**src/rtl/ace_snoop_resp_driver.sv**
```systemverilog
// ace_snoop_resp_driver
// Converts the level-style outputs of the snoop-response FSM into ACE CR and CD
// channel transfers. A CR response is one handshake. A CD response is a full
// cache-line burst of BEATS beats, and the last beat carries CDLAST. The block
// reports when both channels are idle, counts completed transfers and keeps
// sticky error flags that only reset clears.
module ace_snoop_resp_driver #(
    parameter int C_ACE_DATA_WIDTH   = 128,
    parameter int C_CACHE_LINE_BYTES = 64
) (
    input  logic                        ace_aclk,
    input  logic                        ace_aresetn,
    input  logic                        i_crvalid,
    input  logic [4:0]                  i_crresp,
    input  logic                        i_cdvalid,
    input  logic                        i_cdlast,
    input  logic [C_ACE_DATA_WIDTH-1:0] i_rdata,
    output logic                        o_up_ready,
    output logic                        o_crvalid,
    output logic [4:0]                  o_crresp,
    input  logic                        i_crready,
    output logic                        o_cdvalid,
    output logic [C_ACE_DATA_WIDTH-1:0] o_cddata,
    output logic                        o_cdlast,
    input  logic                        i_cdready,
    output logic [31:0]                 o_cr_count,
    output logic [31:0]                 o_cd_count,
    output logic                        o_err_overrun,
    output logic                        o_err_unexp
);

    localparam int BEATS = (C_CACHE_LINE_BYTES * 8) / C_ACE_DATA_WIDTH;
    localparam int BCW   = $clog2(BEATS) + 1;
    // Index of the beat whose handshake ends the non-last part of the burst.
    localparam logic [BCW-1:0] LAST_BODY_IDX = (BEATS > 1) ? BCW'(BEATS - 2) : '0;

    typedef enum logic {
        CR_IDLE,
        CR_SEND
    } cr_state_e;

    typedef enum logic [1:0] {
        CD_IDLE,
        CD_BEAT,
        CD_WAIT_LAST,
        CD_LAST
    } cd_state_e;

    cr_state_e                   cr_state_q;
    cd_state_e                   cd_state_q;
    logic                        crvalid_prev_q;
    logic                        cdvalid_prev_q;
    logic                        cdlast_prev_q;
    logic                        crvalid_q;
    logic [4:0]                  crresp_q;
    logic                        cdvalid_q;
    logic                        cdlast_q;
    logic [C_ACE_DATA_WIDTH-1:0] cddata_q;
    logic [BCW-1:0]              beat_cnt_q;
    logic                        last_seen_q;
    logic                        last_seen_d;
    logic [31:0]                 cr_count_q;
    logic [31:0]                 cd_count_q;
    logic                        err_overrun_q;
    logic                        err_unexp_q;

    logic cr_rise;
    logic cd_rise;
    logic cdlast_rise;
    logic cd_last_hs;
    logic resp_bit0;

    assign cr_rise     = i_crvalid & ~crvalid_prev_q;
    assign cd_rise     = i_cdvalid & ~cdvalid_prev_q;
    assign cdlast_rise = i_cdlast & ~cdlast_prev_q;
    assign cd_last_hs  = (cd_state_q == CD_LAST) & i_cdready;

    // A CR response being latched this cycle is the one that governs a CD burst
    // starting in the same cycle. Otherwise the last latched response applies.
    assign resp_bit0 = (cr_rise && cr_state_q == CR_IDLE) ? i_crresp[0] : crresp_q[0];

    // A clearing handshake drops only the old line's marker. A cdlast rise in the
    // same cycle belongs to the next line and survives.
    assign last_seen_d = (last_seen_q & ~cd_last_hs) | cdlast_rise;

    // Previous-value registers for rising-edge detection, plus the last_seen marker.
    // NOTE: these reset to 0, so an input held high across reset release is seen
    // as a fresh rise. Upstream must drop its levels during reset.
    always_ff @(posedge ace_aclk or negedge ace_aresetn) begin
        if (!ace_aresetn) begin
            crvalid_prev_q <= 1'b0;
            cdvalid_prev_q <= 1'b0;
            cdlast_prev_q  <= 1'b0;
            last_seen_q    <= 1'b0;
        end else begin
            crvalid_prev_q <= i_crvalid;
            cdvalid_prev_q <= i_cdvalid;
            cdlast_prev_q  <= i_cdlast;
            last_seen_q    <= last_seen_d;
        end
    end

    // CR channel FSM: one handshake per crvalid rise, with a registered payload.
    always_ff @(posedge ace_aclk or negedge ace_aresetn) begin
        if (!ace_aresetn) begin
            cr_state_q <= CR_IDLE;
            crvalid_q  <= 1'b0;
            crresp_q   <= '0;
            cr_count_q <= '0;
        end else begin
            case (cr_state_q)
                CR_IDLE: begin
                    if (cr_rise) begin
                        cr_state_q <= CR_SEND;
                        crvalid_q  <= 1'b1;
                        crresp_q   <= i_crresp;
                    end
                end
                CR_SEND: begin
                    if (i_crready) begin
                        cr_state_q <= CR_IDLE;
                        crvalid_q  <= 1'b0;
                        cr_count_q <= cr_count_q + 32'd1;
                    end
                end
                default: begin
                    cr_state_q <= CR_IDLE;
                    crvalid_q  <= 1'b0;
                end
            endcase
        end
    end

    // CD channel FSM: a burst of BEATS beats. The final beat is held back until
    // cdlast has been seen, so that a late cdlast becomes a stall rather than a
    // change of payload while valid is asserted.
    always_ff @(posedge ace_aclk or negedge ace_aresetn) begin
        if (!ace_aresetn) begin
            cd_state_q <= CD_IDLE;
            cdvalid_q  <= 1'b0;
            cdlast_q   <= 1'b0;
            cddata_q   <= '0;
            beat_cnt_q <= '0;
            cd_count_q <= '0;
        end else begin
            case (cd_state_q)
                CD_IDLE: begin
                    if (cd_rise) begin
                        cddata_q   <= i_rdata;
                        beat_cnt_q <= '0;
                        if (BEATS > 1) begin
                            cd_state_q <= CD_BEAT;
                            cdvalid_q  <= 1'b1;
                        end else begin
                            cd_state_q <= CD_WAIT_LAST;
                        end
                    end
                end
                CD_BEAT: begin
                    if (i_cdready) begin
                        beat_cnt_q <= beat_cnt_q + 1'b1;
                        if (beat_cnt_q == LAST_BODY_IDX) begin
                            cd_state_q <= CD_WAIT_LAST;
                            cdvalid_q  <= 1'b0;
                        end
                    end
                end
                CD_WAIT_LAST: begin
                    if (last_seen_q) begin
                        cd_state_q <= CD_LAST;
                        cdvalid_q  <= 1'b1;
                        cdlast_q   <= 1'b1;
                    end
                end
                CD_LAST: begin
                    if (i_cdready) begin
                        cd_state_q <= CD_IDLE;
                        cdvalid_q  <= 1'b0;
                        cdlast_q   <= 1'b0;
                        cd_count_q <= cd_count_q + 32'd1;
                    end
                end
                default: begin
                    cd_state_q <= CD_IDLE;
                    cdvalid_q  <= 1'b0;
                    cdlast_q   <= 1'b0;
                end
            endcase
        end
    end

    // Sticky error flags. Only reset clears them.
    always_ff @(posedge ace_aclk or negedge ace_aresetn) begin
        if (!ace_aresetn) begin
            err_overrun_q <= 1'b0;
            err_unexp_q   <= 1'b0;
        end else begin
            if ((cr_rise && cr_state_q != CR_IDLE) || (cd_rise && cd_state_q != CD_IDLE)) begin
                err_overrun_q <= 1'b1;
            end
            if (cd_rise && cd_state_q == CD_IDLE && !resp_bit0) begin
                err_unexp_q <= 1'b1;
            end
        end
    end

    assign o_up_ready    = (cr_state_q == CR_IDLE) && (cd_state_q == CD_IDLE);
    assign o_crvalid     = crvalid_q;
    assign o_crresp      = crresp_q;
    assign o_cdvalid     = cdvalid_q;
    assign o_cddata      = cddata_q;
    assign o_cdlast      = cdlast_q;
    assign o_cr_count    = cr_count_q;
    assign o_cd_count    = cd_count_q;
    assign o_err_overrun = err_overrun_q;
    assign o_err_unexp   = err_unexp_q;

endmodule

```
**config.mk**
```make
export PLATFORM = sky130hd
export DESIGN_NAME = ace_snoop_resp_driver
export DESIGN_NICKNAME = d
export VERILOG_FILES = /design/src/rtl/ace_snoop_resp_driver.sv
export SDC_FILE = /design/constraint.sdc
export NUM_CORES = 1
export LEC_CHECK = 0
export BUFFER_PORTS_ARGS = -buffer_cell sky130_fd_sc_hd__buf_4
export CAP_MARGIN = 0
export CORE_MARGIN = 2
export CORE_UTILIZATION = 30
export DETAILED_ROUTE_END_ITERATION = 10
export SLEW_MARGIN = 20
export SYNTH_ARGS = -nofsm -noshare
export SYNTH_HDL_FRONTEND = slang
export SYNTH_SLANG_ARGS = --single-unit
export TNS_END_PERCENT = 20
```
**constraint.sdc**
```tcl
create_clock -name ace_aclk -period 2.16 [get_ports ace_aclk]
set_input_delay 0.108 -clock ace_aclk [delete_from_list [all_inputs] [get_ports ace_aclk]]
set_output_delay 0.108 -clock ace_aclk [all_outputs]
set_load 0.005 [all_outputs]
```
-- Word-level counts from Yosys, hierarchy flattened
Cells that the tools add are included.
- flip-flop bits (word level): 212
- input port bits: 140
- output and inout port bits: 203
- logic and storage cells: 84
- add/sub/neg operators: 3
- equality and inequality tests: 11
- multiplexer cells: 23
- bitwise gates (word level): 11
- reduce and logical (&&, ||, !) cells: 20
- operators by type and width (kind ; count):
    $add 32x1->32 const B ; 2
    $ne 2x2->1 const B ; 7
    $mux 1 ; 10
    $mux 2 ; 5
    $reduce_and 2->1 ; 5
    $pmux 2 s4 ; 1
    $logic_and 1x1->1 ; 6
    $mux 3 ; 2
    $pmux 1 s2 ; 3
    $pmux 3 s2 ; 1
    $reduce_and 3->1 ; 2
    $reduce_bool 2->1 ; 3
    $and 1x1->1 ; 5
    $not 1->1 ; 5
    $reduce_and 5->1 ; 1
    $eq 2x2->1 const B ; 2
    $pmux 1 s4 ; 1
    $add 3x1->3 const B ; 1
    $eq 3x2->1 const B ; 1
    $eq 2x1->1 const B ; 1
    $logic_not 2->1 ; 1
    $logic_not 1->1 ; 1
    $logic_or 1x1->1 ; 1
    $or 1x1->1 ; 1

-- Depth between registers and ports, before layout
Gate-level depths: netlist of the first run.
- word-level depth: 6
- mapped depth: 6
- mapped depth without buffers: 6

-- Worst setup path after synthesis of the first run
OpenSTA, ideal clock, no wires.
- path kind: reg2reg
- start point: reg cd_state_q[0]
- end point: reg cddata_q[0] (netlist: o_cddata[0])
- setup time: 0.125 ns
- arrival time: 1.616 ns
- required time: 2.035 ns
- setup slack: 0.419 ns
- cell stages (with the launch flop): 7
- path buffers: 2
- period minus slack after synthesis: 1.741 ns
- cells stage by stage: dfrtp_1 inv_1 ha_1 nand3b_1 clkbuf_1 buf_2 mux2_2
- cells in the longest elaborated chain, start to end: 2
- ends and longest elaborated chain (element ; line ; source):
    from (decl) ; 50 ; cd_state_e cd_state_q;
    from (signal assigned) ; 139 ; cd_state_q <= CD_IDLE;
    from (signal assigned) ; 152 ; cd_state_q <= CD_BEAT;
    from (signal assigned) ; 155 ; cd_state_q <= CD_WAIT_LAST;
    $logic_not 2->1 ; 146 ; case (cd_state_q)
    $reduce_and 2->1 (no source line) ; n/a ;
    to (signal assigned) ; 149 ; cddata_q <= i_rdata;
    to (decl) ; 58 ; logic [C_ACE_DATA_WIDTH-1:0] cddata_q;
No other way between the ends.
A chain may end at the register's enable or synchronous reset.

-- Final worst setup path of the first run
- start point: reg cd_state_q[1]
- end point: reg cd_count_q[31] (netlist: o_cd_count[31])
- cells in the longest elaborated chain, start to end: 2
- ends and longest elaborated chain (element ; line ; source):
    $eq 2x2->1 ; 146 ;
    $reduce_and 2->1 (no source line) ; n/a ;
    to (signal assigned) ; 180 ; cd_count_q <= cd_count_q + 32'd1;
    to (decl) ; 63 ; logic [31:0] cd_count_q;
No other way between the ends.

==> results of run 1 <==
-- path summary, 6_finish.rpt --
kind	slack, ns	from	cells past startpoint	end
max	0.28	cd_state_q[1]	5	o_cd_count[31]
min	0.10	ace_aresetn	2	o_cddata[3]
max reg2reg	0.28	cd_state_q[1]	5	o_cd_count[31]
min reg2reg	0.42	cdlast_prev_q	1	last_seen_q
max in group asynchronous	1.38	ace_aresetn	3	o_cd_count[4]
min in group ace_aclk	0.28	i_cdlast	2	cdlast_prev_q
-- through the flow --
step	std cells	setup WS, ns	utilization (%)	hold slack [ns]
after floorplan	618	0.419	-	-0.188
after global placement	1337	0.302	41.2	0.0271
after detailed placement	1337	0.258	41.2	0.0258
after CTS	1521	0.233	49.1	0.0821
after global routing	1521	0.0234	49.1	0.111
final	1521	0.276	49.1	0.101
-- power breakdown --
group,switching [mW],internal (mW)
combinational,1.75,3.29
sequential,0.864,5.39
clock,1.62,2.72
total,4.24,11.4
-- Yosys cell counts, types with 2 or more instances --
| cell type | n | share of area (%) |
|---|---|---|
| buf_2 | 12 | 0.69 |
| ha_1 | 9 | 1.3 |
| and4_1 | 5 | 0.51 |
| buf_4 | 3 | 0.26 |
| nand2_1 | 28 | 1.2 |
| nor4_1 | 5 | 0.36 |
| nor3_1 | 17 | 0.98 |
| inv_1 | 12 | 0.52 |
| dfrtp_1 | 212 | 61 |
| nand4_4 | 2 | 0.49 |
| nand3_1 | 24 | 1.4 |
| nand2b_1 | 5 | 0.36 |
| nand4_1 | 16 | 1.2 |
| and2_1 | 7 | 0.51 |
| a21oi_1 | 3 | 0.17 |
| nor4_2 | 2 | 0.29 |
| xnor2_1 | 36 | 3.6 |
| buf_6 | 2 | 0.26 |
| nand3b_1 | 2 | 0.17 |
| o21ai_0 | 7 | 0.40 |
| nor2_1 | 14 | 0.61 |
| mux2_2 | 138 | 18 |
| nor4_4 | 2 | 0.49 |
| xor2_1 | 26 | 2.6 |
| and3_1 | 9 | 0.65 |
| clkbuf_1 | 5 | 0.22 |
| mux2i_1 | 2 | 0.23 |
-- per-layer routing --
metal	GRT usage, %	vias to the layer above	wire length [µm]
met2	25.7	225	11600
met4	4.87	0	684
met3	3.96	41	1610
li1	-	3165	-
met5	0	-	0
met1	18.7	3253	9490
-- cell type report --
cell class | count | share of cell area [%]
clock inverter | 8 | 0.865
clock buffer | 37 | 5.28
inverter | 12 | 0.321
tap | 384 | 3.43
timing repair buffer | 497 | 29.6
sequential | 212 | 37.8
multi-input combinational | 371 | 22.7
-- registers in the layout (all words and copies together), names as in the netlist, 2 cells and up --
| signal | flops |
|---|---|
| o_crresp | 5 |
| o_cd_count | 32 |
| o_cr_count | 32 |
| o_cddata | 128 |
| cd_state_q | 2 |
| beat_cnt_q | 3 |
-- worst register-to-register path: stages, from the launching register on --
cell	delay [ns]
dfrtp_1	0.40
ha_1	0.27
and4_1	0.39
nand4b_2	0.24
nor4_1	0.34
xor2_1	0.17
-- kinds of logic after synthesis --
kind of cell	synth area share [%]
xor gates and xnor gates	6.27
DFF	61.2
and+or+nand+nor	9.98
AOI/OAI and AO/OA	1.03
adders and majority gates	1.30
buffers and inverters	2.01
muxes	18.2
==> key figures, run 1 <==
Cells and area
  – Antenna cell count: 0
  – Register area: 5310 µm²
  – Most common cell after layout, fill and taps aside: buf_4
  – Area Overhead vs Synth: 61.9%
  – Multi-input gate area: 3180 µm²
  – Layout Nets: 1268
  – Fillers: 2511
  – Post-route design area: 14000 µm²
  – Most frequent cells in the layout: buf_4, dfrtp_1, dlygate4sd3_1
  – Layout cells sized above 1: 48.1%

Clocking
  – CTS max path bufs: 3
  – Total CTS buffers: 25
  – Cts hold-fix bufs: 139
  – CTS root buffer: clkbuf_16
  – Clk sink count: 212
  – CTS tree: built
  – H-tree levels: 1
  – Clock slew at reported path FFs: 0.06 ns
  – Setup bufs post-CTS: 0
  – Gates resized, CTS repair: 0
  – Worst-skew pair later-pin latency: 0.51 ns

STA
  – Tcrit/Tclk final: 87.2%
  – Slew HR: 68.8%
  – Final min period: 1.88 ns
  – Setup TNS: 0 ns
  – Fmax: 531 MHz
  – Fin. max-slew vios: 0
  – Worst Tran Pin Value: 0.465 ns
  – Final-report setup violation count: 0
  – Worst clock skew: 0.0104 ns
  – Final Hold Viols: 0
  – RSZ-0062 raised after global routing: false

Setup path
  – Critical Path Max Stage Delay: 0.40 ns
  – Top delay family on crit path: simple AND/OR/NAND/NOR gates
  – Critical path endpoint category: register
  – CP Data Required Time: 2.59 ns
  – CP arrival: 2.32 ns
  – CP cell instances: ha_1, and4_1, nand4b_2, nor4_1, xor2_1
  – Crit Path Class: reg2reg
  – Worst path buffer plus inverter count: 0
  – Critical Path Start Type: register
  – Crit-path slowest cell: dfrtp_1
  – Max FO, Critical Path: 6

Floorplan
  – Die area: 30200 µm²
  – Num rows: 62
  – Core ar.: 28500 µm²
  – Initial Utilization: 30.3%
  – Chip width: 174 µm
  – Die Y-Extent: 174 µm
  – Ports: 343

Synth
  – Mapped Area: 8660 µm²
  – Syn avg cell area: 14.0 µm²
  – Synth async-reset ratio: 100%
  – Synth unique cells: 40
  – Ys flop type: dfrtp_1
  – YS warnings: 0
  – FF+latch count, synth: 212
  – Post-Syn Instances: 618
  – EDFF count, synth: 0
  – Mapped Nets: 767
  – Register area share after synthesis: 61.2%

GRT
  – Initial antenna violation count: 0
  – Tot GR Track Use: 15.1%
  – First-pass GRT wire length: 37700 µm
  – Largest net degree at the start of global routing: 65
  – Gr ovfl total: 0
  – Vias in the first global route: 7104

Pwr
  – Tot Pwr: 15.7 mW
  – Cell area power density: 1120 nW/µm²
  – VDD IR max: 0.000770 V
  – Leakage: 6.79 nW

Outcome
  – Outcome: complete, no violations

Route
  – DR WL/cell: 15.4 µm
  – DR vias: 6684
  – DRT iter0 DRCs: 194
  – Final Routed Wirelength: 23400 µm
  – DRT Pass-1 Iters: 4
  – Antenna-violating nets left: 0
  – Routed vias/inst: 4.39
  – Drt drc: 0

Placed design
  – Post-DP Area: 11800 µm²
  – Placer Congestion: 0.745
  – HPWL after DPL: 16000 µm
  – Port Buffers: 342

Flow run
  – Max_cap viols: 0

Worst hold path
  – Hold Crit Class: in2async
Power figures use the tool's default switching activity.
==> run 2, diff against run 1 <==
==> constraint.sdc (replaced) <==
create_clock -name ace_aclk -period 1.7 [get_ports ace_aclk]
set_input_delay 0.085 -clock ace_aclk [delete_from_list [all_inputs] [get_ports ace_aclk]]
set_output_delay 0.085 -clock ace_aclk [all_outputs]
set_load 0.005 [all_outputs]
==> run 2 against run 1 <==
Net effect: design area up 2.4%; sequential cell count did not move; final cell count grew 2.4%; clock skew shrank 0.0024 ns; sequential share of layout area decreased by 0.87 points; non-clock buffer count is 43 higher; critical path depth rose by 1; utilization increased by 1.2 points; first-iteration DRC count down 18%; power rose by 26%; via count increased by 3.2%; register-to-register slack worse by 0.19 ns.
==> key figures, run 2 (synthesis results as in run 1) <==
Outcome
  – Outcome: complete, no violations (unchanged)

Route
  – Antenna-violating nets left: 0 (unchanged)
  – DR vias: 6895 (was 6684)
  – DRT Pass-1 Iters: 4 (unchanged)
  – Final Routed Wirelength: 24100 µm (was 23400 µm)
  – DRT iter0 DRCs: 160 (was 194)
  – Routed vias/inst: 4.43 (was 4.39)
  – DR WL/cell: 15.5 µm (was 15.4 µm)
  – Drt drc: 0 (unchanged)

Setup path
  – CP arrival: 2.00 ns (was 2.32 ns)
  – Reg2reg start: cd_state_q[1] (unchanged)
  – Crit-path slowest cell: dfrtp_1 (unchanged)
  – Worst path buffer plus inverter count: 3 (was 0)
  – Max FO, Critical Path: 20 (was 6)
  – CP Data Required Time: 2.09 ns (was 2.59 ns)
  – Crit Path Class: reg2reg (unchanged)
  – Cell mode on critical path: buf_12
  – Critical Path Start Type: register (unchanged)
  – R2R Setup Slk: 0.08 ns (was 0.28 ns)
  – Top delay family on crit path: buffers and inverters (was simple AND/OR/NAND/NOR gates)
  – CP cell instances: inv_2, ha_4, nand3b_1, buf_12, buf_12, mux2_2 (was ha_1, and4_1, nand4b_2, nor4_1, xor2_1)
  – RR Endpoint: o_cddata[52] (was o_cd_count[31])
  – Worst reg2reg path depth: 6 (was 5)
  – Critical path endpoint category: register (unchanged)
  – Critical Path Max Stage Delay: 0.39 ns (was 0.40 ns)

Worst hold path
  – Hold Crit Class: in2async (unchanged)

Cells and area
  – Most common cell after layout, fill and taps aside: buf_4 (unchanged)
  – Area Overhead vs Synth: 65.8% (was 61.9%)
  – Antenna cell count: 0 (unchanged)
  – Most frequent cells in the layout: buf_4, dfrtp_1, dlygate4sd3_1 (unchanged)
  – Layout cells sized above 1: 50.4% (was 48.1%)
  – Max reg flops: 128 (unchanged)
  – Layout Nets: 1311 (was 1268)

Clocking
  – Clk sink count: 212 (unchanged)
  – CTS max path bufs: 3 (unchanged)
  – Clock slew at reported path FFs: 0.06 ns (about the same)
  – CTS tree: built (unchanged)
  – Worst-skew pair later-pin latency: 0.51 ns (about the same)
  – CTS root buffer: clkbuf_16 (unchanged)
  – H-tree levels: 1 (unchanged)
  – Total CTS buffers: 24 (was 25)

Floorplan
  – Num rows: 62 (unchanged)
  – Chip width: 174 µm (unchanged)
  – Die Y-Extent: 174 µm (unchanged)
  – Die area: 30200 µm² (unchanged)
  – Initial Utilization: 30.3% (unchanged)
  – Ports: 343 (unchanged)
  – Core ar.: 28500 µm² (unchanged)

Flow run
  – Max_cap viols: 0 (unchanged)

GRT
  – First-pass GRT wire length: 38200 µm (was 37700 µm)
  – Gr ovfl total: 0 (unchanged)
  – Tot GR Track Use: 15.3% (was 15.1%)
  – Largest net degree at the start of global routing: 57 (was 65)
  – Vias in the first global route: 7316 (was 7104)
  – Initial antenna violation count: 0 (unchanged)

STA
  – Slew HR: 76.8% (was 68.8%)
  – Final min period: 1.62 ns (was 1.88 ns)
  – Hold slack: 0.0682 ns (was 0.101 ns)
  – Worst clock skew: 0.00804 ns (was 0.0104 ns)
  – Worst Tran Pin Value: 0.345 ns (was 0.465 ns)
  – Fmax: 619 MHz (was 531 MHz)
  – Fin. max-slew vios: 0 (unchanged)
  – Final-report setup violation count: 0 (unchanged)
  – Tcrit/Tclk final: 95.1% (was 87.2%)
  – Final Hold Viols: 0 (unchanged)
  – RSZ-0062 raised after global routing: true (was false)
  – Setup TNS: 0 ns (unchanged)

Placed design
  – Placer Congestion: 0.747 (was 0.745)
  – Port Buffers: 342 (unchanged)
  – HPWL after DPL: 16700 µm (was 16000 µm)

Pwr
  – Leakage: 7.01 nW (was 6.79 nW)
  – Cell area power density: 1370 nW/µm² (was 1120 nW/µm²)
  – VDD IR max: 0.000900 V (was 0.000770 V)
[run 2: cell types whose count changed in the layout (fill, tap and decap cells not counted), sizes merged]
| cell | change |
|---|---|
| buf | +43 |
| nand4 | +1 |
| clkinv | -3 |
| inv | -1 |
| clkinvlp | -1 |
| bufinv | -2 |
[run 2: worst reg2reg max path, delay by kind of cell, from the launching register on]
| family | cells | cell delay [ns] |
|---|---|---|
| DFF | 1 | 0.39 |
| muxes | 1 | 0.35 |
| and+or+nand+nor | 1 | 0.12 |
| buffers and inverters | 3 | 0.46 |
| adders and majority gates | 1 | 0.17 |
[run 2: how the worst max path moves through the flow]
| stage | endpoint | slack (ns) | cells after the start | startpoint |
|---|---|---|---|---|
| 2_1_floorplan | o_cddata[0] | -0.04 | 6 | cd_state_q[0] |
| 3_3_place_gp | o_cd_count[31] | -0.04 | 5 | cd_state_q[1] |
| 3_5_place_dp | o_cd_count[31] | -0.17 | 5 | cd_state_q[1] |
| 4_1_cts | o_cd_count[31] | 0.03 | 5 | cd_state_q[1] |
| 5_1_grt | o_cddata[106] | -0.008 | 6 | cd_state_q[0] |
| 6_report | o_cddata[52] | 0.08 | 6 | cd_state_q[1] |
[run 2: layout make-up]
class,count,area [µm²]
clock buffers,37,701
multi-input cells,372,3270
inverters,12,45.0
repair buffers,540,4530
flip-flops and latches,212,5310
fillers,2487,14200
clock inverters,1,30.0
well taps,384,480
[run 2: metal layers]
| layer | GRT usage [%] | vias to the layer above | routed length (µm) |
|---|---|---|---|
| met1 | 18.1 | 3375 | 9740 |
| met2 | 27.1 | 223 | 12000 |
| li1 | - | 3247 | - |
| met4 | 5.25 | 0 | 860 |
| met5 | 0 | - | 0 |
| met3 | 3.92 | 50 | 1510 |
[run 2: power by group]
group / internal, mW / total (mW) / switching [mW]
logic: 4.46 / 6.86 / 2.40
clock network: 2.95 / 4.93 / 1.98
registers: 6.86 / 7.90 / 1.05
total: 14.3 / 19.7 / 5.42
[run 2: metrics by stage]
stage / instances / setup WS (ns) / total power [mW] / utilization (%) / area [µm²]
floorplan: 618 / -0.0407 / 10.4 / - / 8660
global placement: 1377 / -0.0386 / 14.3 / 42.5 / 12100
detailed placement: 1377 / -0.170 / 14.5 / 42.5 / 12100
CTS: 1555 / 0.0273 / 19.9 / 50.1 / 14300
global route: 1558 / -0.00812 / 20.8 / 50.3 / 14400
finish: 1558 / 0.0834 / 19.7 / 50.3 / 14400
[run 2: timing repair]
item                                   4_1_cts  5_1_grt
setup buffers                                1        2
resized for setup                           10       10
gates cloned                                 0        1
setup endpoints to repair                   39       99
endpoints found under the hold margin      357        0
pin swaps                                    1        5
hold buffers                               139        0
